**src/rtl/saida_bcd.sv**
```systemverilog
// Narrows a signed 32-bit value to sign + DIGITS saturated BCD digits for the display,
// using iterative shift-and-add-3 (one bit per cycle) behind a start/done handshake.
//
// state  | meaning
// -------+-------------------------------------------------------------
// S_IDLE | waiting for start; results from the last conversion are held
// S_CONV | 32 shift-and-add-3 iterations, count tracks iteration index
// S_DONE | accumulator complete; results registered, done pulses next
module saida_bcd #(
   parameter int DIGITS = 8
) (
   input  logic                  clk,
   input  logic                  rst_n,
   input  logic                  start,
   input  logic [31:0]           valor,
   output logic                  busy,
   output logic                  done,
   output logic [4*DIGITS-1:0]   bcd,
   output logic                  negativo,
   output logic                  overflow,
   output logic [DIGITS-1:0]     digit_en
);

   typedef enum logic [1:0] {
      S_IDLE,
      S_CONV,
      S_DONE
   } state_t;

   state_t state;
   state_t state_nxt;

   logic [31:0]         mag;
   logic [39:0]         acc;
   logic [4:0]          count;
   logic                sign;

   logic [39:0]         acc_adj;
   logic                ovf_nxt;
   logic [4*DIGITS-1:0] bcd_nxt;
   logic [DIGITS-1:0]   en_nxt;
   logic                neg_nxt;
   logic                any_nz;

   always_ff @(posedge clk or negedge rst_n) begin
      if (!rst_n) state <= S_IDLE;
      else        state <= state_nxt;
   end

   always_comb begin
      state_nxt = state;
      case (state)
         S_IDLE:  if (start) state_nxt = S_CONV;
         S_CONV:  if (count == 5'd31) state_nxt = S_DONE;
         S_DONE:  state_nxt = S_IDLE;
         default: state_nxt = S_IDLE;
      endcase
   end

   assign busy = (state != S_IDLE);

   // Add-3 correction applied to every nibble before the shift.
   always_comb begin
      acc_adj = '0;
      for (int i = 0; i < 10; i++) begin
         if (acc[4*i +: 4] >= 4'd5) acc_adj[4*i +: 4] = 4'(acc[4*i +: 4] + 4'd3);
         else                       acc_adj[4*i +: 4] = acc[4*i +: 4];
      end
   end

   always_comb begin
      ovf_nxt = 1'b0;
      for (int i = 0; i < 10; i++) begin
         if (i >= DIGITS && acc[4*i +: 4] != 4'd0) ovf_nxt = 1'b1;
      end
      bcd_nxt = '0;
      for (int i = 0; i < DIGITS; i++) begin
         bcd_nxt[4*i +: 4] = ovf_nxt ? 4'd9 : acc[4*i +: 4];
      end
      // A digit is lit if it or any more-significant digit is nonzero; digit 0 always lit.
      any_nz = 1'b0;
      en_nxt = '0;
      for (int i = DIGITS - 1; i >= 0; i--) begin
         any_nz    = any_nz | (bcd_nxt[4*i +: 4] != 4'd0);
         en_nxt[i] = any_nz | (i == 0);
      end
      neg_nxt = sign & (|bcd_nxt);
   end

   always_ff @(posedge clk or negedge rst_n) begin
      if (!rst_n) begin
         mag      <= '0;
         acc      <= '0;
         count    <= '0;
         sign     <= 1'b0;
         done     <= 1'b0;
         bcd      <= '0;
         negativo <= 1'b0;
         overflow <= 1'b0;
         digit_en <= DIGITS'(1);
      end else begin
         done <= (state == S_DONE);
         case (state)
            S_IDLE: begin
               if (start) begin
                  sign  <= valor[31];
                  mag   <= valor[31] ? (~valor + 32'd1) : valor;
                  acc   <= '0;
                  count <= '0;
               end
            end
            S_CONV: begin
               acc   <= {acc_adj[38:0], mag[31]};
               mag   <= {mag[30:0], 1'b0};
               count <= count + 5'd1;
            end
            S_DONE: begin
               bcd      <= bcd_nxt;
               negativo <= neg_nxt;
               overflow <= ovf_nxt;
               digit_en <= en_nxt;
            end
            default: ;
         endcase
      end
   end

endmodule

```
**config.mk**
```make
export PLATFORM = sky130hd
export DESIGN_NAME = saida_bcd
export DESIGN_NICKNAME = d
export VERILOG_FILES = /design/src/rtl/saida_bcd.sv
export SDC_FILE = /design/constraint.sdc
export NUM_CORES = 1
export LEC_CHECK = 0
export ABC_AREA = 1
export BUFFER_PORTS_ARGS = -buffer_cell sky130_fd_sc_hd__buf_2
export CELL_PAD_IN_SITES_DETAIL_PLACEMENT = 1
export CELL_PAD_IN_SITES_GLOBAL_PLACEMENT = 1
export CORE_ASPECT_RATIO = 0.7
export CORE_MARGIN = 10
export CORE_UTILIZATION = 47
export CTS_CLUSTER_DIAMETER = 50
export DETAILED_ROUTE_END_ITERATION = 10
export GPL_ROUTABILITY_DRIVEN = 0
export PLACE_DENSITY = 0.87
export SYNTH_ARGS = -nofsm -noshare
export SYNTH_HDL_FRONTEND = slang
export SYNTH_SLANG_ARGS = --single-unit
```
**constraint.sdc**
```tcl
create_clock -name clk -period 4.3 [get_ports clk]
set_input_delay 0.215 -clock clk [delete_from_list [all_inputs] [get_ports clk]]
set_output_delay 0.215 -clock clk [all_outputs]
set_load 0.005 [all_outputs]
```
==> metrics.md <==
| Metric | Value |
|---|---|
| Fin crit period | `2.92 ns` |
| Min-Delay Path Class | `in2reg` |
| Slowest-stage cell, CP | `nor2_4` |
| First-pass GRT wire length | `35,200 µm` |
| Clk network pwr share | `25.3%` |
| Fin. max-slew vios | `0` |
| Pwr/cell area | `718 nW/µm²` |
| Top_reg_cell synth | `dfrtp_1` |
| DR WL/cell | `20.1 µm` |
| Routed WL | `21,400 µm` |
| Core area | `13,800 µm²` |
| FF+latch count, synth | `122` |
| Layout cell share with drive strength beyond 1 | `17.0%` |
| Clock Sinks | `122` |
| Status | `finished, final reports clean` |
| Int Pwr | `3120 µW` |
| Switching part of the total | `43.4%` |
| Post-synthesis cell type count | `44` |
| Post-route ant nets | `0` |
| Largest cells by area after synthesis | `dfrtp_1, nand2_1, o21ai_0` |
| CTS buffer count | `17` |
| Ports | `79` |
| Ys Warns | `0` |
| CP max FO | `41` |
| Top cells by count, synth | `nand2_1, dfrtp_1, nor2_1` |
| Post-layout util | `55.6%` |
| Comb power frac | `41.6%` |
| Crit path kind | `reg2reg` |
| Via density | `5.74` |
| # DRC | `0` |
| 1st-iter DRT viols | `474` |
| Pin count of the biggest net entering global routing | `62` |
| Clk slew on worst S/H paths | `0.06 ns` |
| First-pass iteration count of the detailed router | `5` |
| Syn_nets | `847` |
| Final nets | `921` |
| Layout area overhead | `16.8%` |
| CP Cell Sequence | `nor2_1 > nand2_2 > inv_6 > nor2_4 > inv_2 > or2_2 > o21a_1` |
| Post-DP HPWL | `14,500 µm` |
| Slowest Stage Delay on Critical Path | `0.72 ns` |
| H-tree depth | `4` |
| Crit path to | `mag[29]` |
| Crit path max-delay family | `simple AND/OR/NAND/NOR gates` |
| CTS tree | `built` |
| Share of the synthesized area in the top cell type | `46.5%` |
| RSZ-0062 raised after global routing | `false` |
| Die Height | `119 µm` |
| Achievable Freq | `342 MHz` |
| Synth area leader | `dfrtp_1` |
| Syn_area_per_cell | `8.35 µm²` |
| Synth async-reset ratio | `100%` |
| Synthesized area | `6570 µm²` |
| R2R Setup Slk | `1.38 ns` |
| Least-Margin Pin Slew | `0.909 ns` |
| CP Data Arrival Time | `3.23 ns` |
| Grt total ovfl | `0` |
| R2R depth | `7` |
| Max Root-Sink Buffers | `2` |
| DIE AREA | `19,200 µm²` |
| Post-CTS Setup Inserts | `0` |
| Die Wd | `161 µm` |
| Max VDD drop | `423 µV` |
| Worst path bufs/invs | `2` |
| Number of enable flip-flop cells after synthesis | `0` |
| Pleak | `0.00361 µW` |
| Max Cap Viol | `0` |
| Clk Latency, worst-skew pair | `0.42 ns` |
| CP endpoint kind | `flip-flop` |
| Setup TNS | `0 ns` |
| Initial core utilization | `47.7%` |
| Place WS | `1.45 ns` |
| Count leader, synth | `nand2_1` |
| Hold Violations, Final | `0` |
| Vias in the first global route | `6,654` |
| Reg2Reg Capture Point | `mag[29]` |
| GRT Resource Usage Total | `22.5%` |
| Startpoint Class | `flip-flop` |
| Net Sw Power | `2390 µW` |
| Post-route setup slack | `1.38 ns` |
| Crit path required time | `4.61 ns` |
| Clk_skew | `0.00707 ns` |
| Final antenna diode count | `0` |
| Initial antenna violation count | `0` |
| Port Buffers | `77` |
| Cells after synthesis | `787` |
| Row count | `36` |
| R2R Path Start | `state[0]` |
| Clock root buffer | `clkbuf_16` |
| Critical path origin | `state[0]` |
| Sequential share of the synthesized area | `46.5%` |
| Slew Limit Headroom | `39.2%` |
| Levels on crit path | `7` |
| Via Count | `6,107` |
| Flop pwr share | `33.0%` |
| Fin crit share | `68.0%` |
| Final setup viols | `0` |
-- kinds of logic (layout without fill, tap and decap cells) --
kind of cell	Yosys count	after routing	share of synthesized area [%]
XOR/XNOR	27	27	3.60
adder cells (fa/ha/maj)	25	25	4.76
AO/OA/AOI/OAI	176	176	16.2
AND/OR/NAND/NOR	322	322	21.9
flip-flops	122	122	46.5
buffers and inverters	114	201	7.07
other	1	1	0.0571
-- registers in the layout, indices dropped and copies added, names as in the netlist --
signal	cells
state	2
count	5
done	1
sign	1
acc	40
bcd	32
mag	32
digit_en	7
negativo	1
overflow	1
-- cells in the final DEF (no fill, tap or decap), types with 2 or more instances in the layout --
cell type	Yosys	final
nor2_1	80	80
buf_2	10	76
o21ai_0	71	71
a31oi_1	7	7
nor2_4	4	4
o31ai_1	2	2
nand3b_1	2	2
clkbuf_16	0	17
nand4_1	10	10
a22oi_1	27	27
xor2_1	22	22
or2_2	10	10
o21ai_1	22	22
dfrtp_1	122	122
nand3_2	2	2
o22ai_1	12	12
a21oi_1	13	13
o211ai_1	2	2
nor2_2	4	4
nand2_1	136	136
nor3_1	7	7
inv_1	79	79
clkinv_2	0	3
buf_4	3	6
o21bai_1	2	2
clkinvlp_4	0	2
a22o_1	3	3
nand2_2	5	5
xnor2_1	5	5
ha_1	25	25
clkinv_4	0	4
inv_2	5	5
inv_6	1	6
nor4_1	2	2
o32ai_1	10	10
nand3_1	57	57
-- worst min-delay path by stage --
stage	startpoint	endpoint	slack (ns)	cells after the start
2_1_floorplan	rst_n	acc[0]	-0.08	0
3_3_place_gp	rst_n	mag[18]	0.25	1
3_5_place_dp	rst_n	mag[18]	0.26	1
4_1_cts	valor[15]	mag[15]	0.08	3
5_1_grt	valor[30]	mag[30]	0.12	4
6_report	valor[15]	mag[15]	0.08	3
-- per-stage QoR --
stage	instance area [µm²]	total power, µW	hold slack, ns	instances
floorplan	6570	3330	-0.0806	787
detailed placement	7100	3980	0.258	1031
finish	7670	5510	0.0766	1064
global placement	7100	3740	0.255	1031
global route	7670	5880	0.122	1064
CTS	7670	5480	0.0795	1064
-- metal layers --
metal	routed length (µm)	GRT usage, %	up-vias
li1	-	-	2792
met1	8900	27.5	3095
met2	11100	39.7	185
met3	1050	3.92	35
met4	378	6.97	0
met5	0	0	-
-- cell type report --
| class | count | area [µm²] |
|---|---|---|
| flip-flops and latches | 122 | 3050 |
| clock buffers | 17 | 425 |
| inverters | 86 | 328 |
| well taps | 190 | 238 |
| clock inverters | 15 | 139 |
| multi-input cells | 551 | 3050 |
| repair buffers | 83 | 435 |
| fillers | 1723 | 6110 |
-- repair_timing --
item | in CTS | in global routing
gates resized for setup | 0 | 0
endpoints found under the hold margin | 45 | 0
hold buffers | 1 | 0
-- power groups by stage --
stage / sequential (µW) / combinational [µW] / clock [µW]
6_report: 1820 / 2290 / 1400
5_1_grt: 1860 / 2560 / 1450
4_1_cts: 1810 / 2270 / 1400
3_5_place_dp: 1810 / 2170 / 0
3_3_place_gp: 1780 / 1960 / 0
2_1_floorplan: 1740 / 1600 / 0
-- worst reg2reg max path, stage by stage (launching register included) --
cell and delay [ns]:
dfrtp_1 0.38, nor2_1 0.09, nand2_2 0.35, inv_6 0.16
nor2_4 0.73, inv_2 0.56, or2_2 0.44, o21a_1 0.11
Power figures use the tool's default switching activity.
